==> src/rtl/modbus_pkg.sv <==
// Shared Modbus RTU constants, FSM state type and CRC-16 byte update.
// Used by the slave response transmitter, the frame receiver and the CRC checker.
package modbus_pkg;

    localparam logic [7:0]  FC_READ_HOLD    = 8'h03;
    localparam logic [7:0]  FC_WRITE_SINGLE = 8'h06;
    localparam logic [7:0]  EXC_FLAG        = 8'h80;
    localparam logic [15:0] CRC_INIT        = 16'hFFFF;
    localparam logic [15:0] CRC_POLY        = 16'hA001;

    localparam logic [3:0]  LEN_EXC  = 4'd5;
    localparam logic [3:0]  LEN_READ = 4'd7;
    localparam logic [3:0]  LEN_ECHO = 4'd8;

    typedef enum logic [2:0] {
        ST_IDLE,
        ST_LOAD,
        ST_SEND,
        ST_WAIT,
        ST_GAP
    } state_t;

    typedef enum logic [1:0] {
        FMT_EXC,
        FMT_READ,
        FMT_ECHO
    } fmt_t;

    // Reflected CRC-16: fold one byte in LSB first.
    function automatic logic [15:0] crc16_byte(input logic [15:0] crc, input logic [7:0] b);
        logic [15:0] c;
        c = crc ^ {8'h00, b};
        for (int i = 0; i < 8; i++) begin
            c = c[0] ? ((c >> 1) ^ CRC_POLY) : (c >> 1);
        end
        return c;
    endfunction

endpackage

==> src/rtl/modbus_frame_tx_if.sv <==
// Request fields, UART byte handshake and status of the Modbus response transmitter.
interface modbus_frame_tx_if;
    logic        tx_start;
    logic [7:0]  dev_addr;
    logic [7:0]  func_code;
    logic [15:0] addr;
    logic [15:0] data;
    logic        exc_vld;
    logic [7:0]  exc_code;
    logic        uart_tx_done;
    logic        uart_tx_vld;
    logic [7:0]  uart_tx_data;
    logic        tx_busy;
    logic        tx_frame_done;

    modport slave (
        input  tx_start, dev_addr, func_code, addr, data, exc_vld, exc_code, uart_tx_done,
        output uart_tx_vld, uart_tx_data, tx_busy, tx_frame_done
    );

    modport master (
        output tx_start, dev_addr, func_code, addr, data, exc_vld, exc_code, uart_tx_done,
        input  uart_tx_vld, uart_tx_data, tx_busy, tx_frame_done
    );
endinterface

==> src/rtl/modbus_frame_tx.sv <==
// Modbus RTU slave response transmitter: latches the response, streams it byte by byte
// with an on-the-fly CRC appended low byte first, then holds off for the 3.5-char gap.
module modbus_frame_tx
    import modbus_pkg::*;
#(
    parameter int unsigned      CNT_W      = 16,
    parameter logic [CNT_W-1:0] T35_CYCLES = 16'd3646
) (
    input  logic              clk,
    input  logic              rst_n,
    modbus_frame_tx_if.slave  bus
);

    state_t           r_state, w_next;
    fmt_t             r_fmt;
    logic [7:0]       r_dev, r_fc, r_exc_code, r_byte;
    logic [15:0]      r_addr, r_data, r_crc;
    logic [2:0]       r_idx;
    logic [CNT_W-1:0] r_cnt;

    logic [3:0]       w_len;
    logic [7:0]       w_pay, w_byte;
    logic             w_last, w_is_payload;

    always_comb begin
        w_len = LEN_ECHO;
        w_pay = 8'h00;
        case (r_fmt)
            FMT_EXC: begin
                w_len = LEN_EXC;
                case (r_idx)
                    3'd0:    w_pay = r_dev;
                    3'd1:    w_pay = r_fc | EXC_FLAG;
                    default: w_pay = r_exc_code;
                endcase
            end
            FMT_READ: begin
                w_len = LEN_READ;
                case (r_idx)
                    3'd0:    w_pay = r_dev;
                    3'd1:    w_pay = FC_READ_HOLD;
                    3'd2:    w_pay = 8'h02;
                    3'd3:    w_pay = r_data[15:8];
                    default: w_pay = r_data[7:0];
                endcase
            end
            default: begin
                w_len = LEN_ECHO;
                case (r_idx)
                    3'd0:    w_pay = r_dev;
                    3'd1:    w_pay = r_fc;
                    3'd2:    w_pay = r_addr[15:8];
                    3'd3:    w_pay = r_addr[7:0];
                    3'd4:    w_pay = r_data[15:8];
                    default: w_pay = r_data[7:0];
                endcase
            end
        endcase
    end

    // The CRC register is final by the time the first CRC byte is loaded.
    assign w_last       = ({1'b0, r_idx} == (w_len - 4'd1));
    assign w_is_payload = ({1'b0, r_idx} <  (w_len - 4'd2));
    assign w_byte       = w_last                                 ? r_crc[15:8] :
                          ({1'b0, r_idx} == (w_len - 4'd2))      ? r_crc[7:0]  : w_pay;

    always_ff @(posedge clk or negedge rst_n) begin
        if (!rst_n) r_state <= ST_IDLE;
        else        r_state <= w_next;
    end

    always_comb begin
        w_next = r_state;
        case (r_state)
            ST_IDLE: if (bus.tx_start) w_next = ST_LOAD;
            ST_LOAD: w_next = ST_SEND;
            ST_SEND: w_next = ST_WAIT;
            ST_WAIT: if (bus.uart_tx_done) w_next = w_last ? ST_GAP : ST_LOAD;
            ST_GAP:  if (r_cnt == T35_CYCLES - 1'b1) w_next = ST_IDLE;
            default: w_next = ST_IDLE;
        endcase
    end

    always_comb begin
        bus.uart_tx_vld   = (r_state == ST_SEND);
        bus.uart_tx_data  = r_byte;
        bus.tx_busy       = (r_state != ST_IDLE);
        bus.tx_frame_done = (r_state == ST_WAIT) && bus.uart_tx_done && w_last;
    end

    always_ff @(posedge clk or negedge rst_n) begin
        if (!rst_n) begin
            r_fmt      <= FMT_EXC;
            r_dev      <= 8'h00;
            r_fc       <= 8'h00;
            r_exc_code <= 8'h00;
            r_addr     <= 16'h0000;
            r_data     <= 16'h0000;
            r_byte     <= 8'h00;
            r_crc      <= CRC_INIT;
            r_idx      <= 3'd0;
            r_cnt      <= '0;
        end else begin
            case (r_state)
                ST_IDLE: if (bus.tx_start) begin
                    r_fmt      <= bus.exc_vld ? FMT_EXC :
                                  (bus.func_code == FC_READ_HOLD) ? FMT_READ : FMT_ECHO;
                    r_dev      <= bus.dev_addr;
                    r_fc       <= bus.func_code;
                    r_exc_code <= bus.exc_code;
                    r_addr     <= bus.addr;
                    r_data     <= bus.data;
                    r_crc      <= CRC_INIT;
                    r_idx      <= 3'd0;
                end
                ST_LOAD: r_byte <= w_byte;
                ST_SEND: if (w_is_payload) r_crc <= crc16_byte(r_crc, r_byte);
                ST_WAIT: if (bus.uart_tx_done) begin
                    if (w_last) r_cnt <= '0;
                    else        r_idx <= r_idx + 3'd1;
                end
                ST_GAP:  r_cnt <= r_cnt + 1'b1;
                default: ;
            endcase
        end
    end

endmodule

==> src/flat_wrapper.sv <==
// flat-port wrapper written by rule: the top's interface ports become plain ports
module modbus_frame_tx_flat import modbus_pkg::*;
#(
    parameter int unsigned      CNT_W      = 16,
    parameter logic [CNT_W-1:0] T35_CYCLES = 16'd3646
)
  (clk, rst_n, bus_tx_start, bus_dev_addr, bus_func_code, bus_addr, bus_data, bus_exc_vld, bus_exc_code, bus_uart_tx_done, bus_uart_tx_vld, bus_uart_tx_data, bus_tx_busy, bus_tx_frame_done);
  modbus_frame_tx_if bus_i ();
  input  logic clk;
  input  logic rst_n;
  input wire logic [$bits(bus_i.tx_start)-1:0] bus_tx_start;
  input wire logic [$bits(bus_i.dev_addr)-1:0] bus_dev_addr;
  input wire logic [$bits(bus_i.func_code)-1:0] bus_func_code;
  input wire logic [$bits(bus_i.addr)-1:0] bus_addr;
  input wire logic [$bits(bus_i.data)-1:0] bus_data;
  input wire logic [$bits(bus_i.exc_vld)-1:0] bus_exc_vld;
  input wire logic [$bits(bus_i.exc_code)-1:0] bus_exc_code;
  input wire logic [$bits(bus_i.uart_tx_done)-1:0] bus_uart_tx_done;
  output wire logic [$bits(bus_i.uart_tx_vld)-1:0] bus_uart_tx_vld;
  output wire logic [$bits(bus_i.uart_tx_data)-1:0] bus_uart_tx_data;
  output wire logic [$bits(bus_i.tx_busy)-1:0] bus_tx_busy;
  output wire logic [$bits(bus_i.tx_frame_done)-1:0] bus_tx_frame_done;
  assign bus_i.tx_start = bus_tx_start;
  assign bus_i.dev_addr = bus_dev_addr;
  assign bus_i.func_code = bus_func_code;
  assign bus_i.addr = bus_addr;
  assign bus_i.data = bus_data;
  assign bus_i.exc_vld = bus_exc_vld;
  assign bus_i.exc_code = bus_exc_code;
  assign bus_i.uart_tx_done = bus_uart_tx_done;
  assign bus_uart_tx_vld = bus_i.uart_tx_vld;
  assign bus_uart_tx_data = bus_i.uart_tx_data;
  assign bus_tx_busy = bus_i.tx_busy;
  assign bus_tx_frame_done = bus_i.tx_frame_done;
  modbus_frame_tx #(.CNT_W(CNT_W), .T35_CYCLES(T35_CYCLES)) u_core (.clk(clk), .rst_n(rst_n), .bus(bus_i));
endmodule
==> config.mk <==
export PLATFORM = sky130hd
export DESIGN_NAME = modbus_frame_tx_flat
export DESIGN_NICKNAME = d
export VERILOG_FILES = /design/src/rtl/modbus_pkg.sv /design/src/rtl/modbus_frame_tx_if.sv /design/src/rtl/modbus_frame_tx.sv /design/src/flat_wrapper.sv
export SDC_FILE = /design/constraint.sdc
export NUM_CORES = 1
export LEC_CHECK = 0
export CAP_MARGIN = 10
export CORE_UTILIZATION = 25
export CTS_CLUSTER_DIAMETER = 60
export DETAILED_ROUTE_END_ITERATION = 6
export DONT_BUFFER_PORTS = 1
export PLACE_DENSITY = 0.38
export SLEW_MARGIN = 5
export SYNTH_ARGS = -nofsm -noshare
export SYNTH_HDL_FRONTEND = slang
export SYNTH_SLANG_ARGS = --single-unit
export TNS_END_PERCENT = 100
==> constraint.sdc <==
create_clock -name clk -period 3.8 [get_ports clk]
set_input_delay 0.76 -clock clk [delete_from_list [all_inputs] [get_ports clk]]
set_output_delay 0.76 -clock clk [all_outputs]
set_load 0.02 [all_outputs]
==> metrics <==
r2r setup slk=960 ps; hpwl dp=11.7 mm; critical path's slowest cell=dfrtp_1; register area share after synthesis=48.3%; Clk pwr share=16.1%; Sw Share=42.8%; fin. max-slew vios=0; first-pass detailed-route iteration total=7; GRT overflow=0; largest net degree at the start of global routing=105; Setup crit start kind=flop; Syn Std Cell Area=5440 µm²; antenna violations before repair=0; EDFF count, synth=0; Worst VDD drop=0.437 mV; area occupied by multi-input gates=2630 µm²; first-pass GRT wire length=25.3 mm; Main synth FF type=dfrtp_1; routed length per placed instance=18.0 µm; TritonCTS Sinks=104; final instance area=5990 µm²; setup_tns=0 ps; Synth Net Count=697; Num CTS Buffers=9; Fin. Hold Viols=0; number of global-route vias before repair=4427; die width=149 µm; DR iter-0 viols=328; Row Count=53; final worst path period share=75.1%; CP delay by family, top=flip-flops; Power per Cell Area=1000 nW/µm²; Critical R2R Launch=u_core.r_idx[2]; reg-to-reg endpoint=u_core.bus.uart_tx_data[7]; Flop pwr share=37.7%; P_int=3.42 mW; PortBufs=0; Die Area=22300 µm²; core area=21200 µm²; Setup Buffers After CTS=0; min Tclk post-route=2850 ps; Max Clk Rate=350 MHz; slowest cell delay on critical path=580 ps; fin nets=676; CTS max path bufs=2; hold buffers post-CTS=0; Root Buffer=clkbuf_16; top-area cell type share of the netlist area=40.5%; worst-margin pin slew=1040 ps; CP Data Required Time=3040 ps; leakage dissipation=2.59 nW; Crit Path Max Fanout=12; Reg clk slew, reported paths=70 ps; # DRC=0; switching power=2.56 mW; Post-Synthesis Cells=625; layout cells sized above 1=7.55%; Synth async-reset ratio=100%; worst-skew pair later-pin latency=350 ps; WL final=15.9 mm; final setup skew=9.72 ps; FILL cells=2249; Starting Density=25.7%; status=finished clean; CTS tree=done; register area=2620 µm²; via count=4316; Die H=149 µm; Final ANT Viol Nets=0; setup violators final=0; Slew Limit Headroom=30.6%; unrepaired setup endpoints after global routing=no; worst-case reg-to-reg path depth=8; synth warn=0; Layout Utilization=28.3%; Design Power=5.99 mW; area delta synth->final=10.1%; Synth cell types=54; WP buf/inv=1; mean number of vias per cell=4.88; GP Congestion=0.857; area leader, netlist=dfrtp_1; #FFs+latches synth=104; H-tree Lvls=3; synth top area cells=dfrtp_1 41%, nand2_1 14%, dfstp_2 7.7%; Avg Cell Area, Syn=8.70 µm²; Post-CTS Resized=0; io pins=72; Crit. End Element=output pin; max cap viols=0; GRT Total Usage=15.1%; crit-path cells=inv_1 > ha_1 > nor2b_1 > o211a_1; Worst Path Arrival=2090 ps; Setup CP Type=flop to output pin; class of the worst hold path=primary input to asynchronous set/reset pin; ANT cells=0; combinational share of power=46.3%; Placed Instance Area=5680 µm²
stage by stage:
stage	hold slack (ps)	std cells	setup slack [ps]
global route	84.8	884	773
finish	105	884	946
global placement	456	868	1010
CTS	88.7	884	910
floorplan	440	625	1130
detailed placement	458	868	1030
placed cells by master, fill, tap and decap left out, types with 11 or more instances in the layout:
| cell | instances |
|---|---|
| o21ai_0 | 37 |
| dfstp_2 | 16 |
| a21oi_1 | 24 |
| dfrtp_1 | 88 |
| xnor2_1 | 23 |
| nand2_1 | 206 |
| nor2_1 | 33 |
| inv_1 | 13 |
| ha_1 | 11 |
| a222oi_1 | 12 |
| nor3_1 | 12 |
power groups by stage:
| stage | combinational [mW] | sequential, mW | clock, mW |
|---|---|---|---|
| 2_1_floorplan | 2.25 | 2.01 | 0 |
| 3_3_place_gp | 2.76 | 2.27 | 0 |
| 3_5_place_dp | 2.74 | 2.27 | 0 |
| 4_1_cts | 2.77 | 2.26 | 0.998 |
| 5_1_grt | 3.13 | 2.33 | 1.03 |
| 6_report | 2.77 | 2.26 | 0.962 |
metal layers:
layer  vias to the layer above  routed length (µm)  GRT usage (%)
li1                       2095                   -              -
met1                      2117                7710           21.3
met2                        89                7060           22.7
met3                        15                 902           3.87
met4                         0                 221           3.93
met5                         -                   0              0
state kept, by name, indices dropped and copies added (netlist names):
| register | flops |
|---|---|
| u_core.r_addr | 16 |
| u_core.r_cnt | 16 |
| u_core.r_crc | 16 |
| u_core.r_data | 16 |
| u_core.bus.uart_tx_data | 8 |
| u_core.r_dev | 8 |
| u_core.r_exc_code | 8 |
| u_core.r_fc | 8 |
| u_core.r_idx | 3 |
| u_core.r_state | 3 |
| u_core.r_fmt | 2 |
Yosys cell counts, drive strengths merged (7+ instances only):
| master | count |
|---|---|
| a21oi | 25 |
| a222oi | 12 |
| a22oi | 7 |
| o21a | 7 |
| dfstp | 16 |
| o21ai | 38 |
| nor2 | 33 |
| nor3 | 13 |
| nand2 | 207 |
| inv | 13 |
| o221ai | 8 |
| buf | 7 |
| dfrtp | 88 |
| xor2 | 9 |
| clkbuf | 29 |
| ha | 11 |
| a31oi | 9 |
| xnor2 | 24 |
| o2bb2ai | 8 |
cell type report:
cell class	count	area share, %
Clock inverter	4	0.878
Timing Repair Buffer	4	0.502
Sequential cell	104	43.8
Clock buffer	12	4.29
Tap cell	275	5.75
Inverter	13	0.815
Multi-Input combinational cell	472	44.0
worst max-delay path by stage:
| stage | start | endpoint | slack [ps] | cells past startpoint |
|---|---|---|---|---|
| after floorplan | u_core.r_fmt[1] | bus_tx_frame_done | 1130 | 7 |
| after global placement | u_core.r_idx[2] | u_core.bus.uart_tx_data[7] | 1010 | 8 |
| after detailed placement | u_core.r_idx[2] | u_core.bus.uart_tx_data[7] | 1030 | 8 |
| after CTS | u_core.r_fmt[1] | bus_tx_frame_done | 910 | 4 |
| after global routing | u_core.r_idx[2] | u_core.bus.uart_tx_data[7] | 770 | 8 |
| final | u_core.r_fmt[1] | bus_tx_frame_done | 950 | 4 |
cells by family after synthesis:
| kind of cell | count (synthesis) | share of synthesized area [%] |
|---|---|---|
| xor+xnor | 34 | 5.89 |
| fa+ha+maj | 11 | 2.53 |
| simple gates | 289 | 22.3 |
| other cells | 1 | 0.0690 |
| compound gates | 137 | 17.5 |
| buf+inv | 49 | 3.50 |
| flops | 104 | 48.3 |
Power figures use the tool's default switching activity.
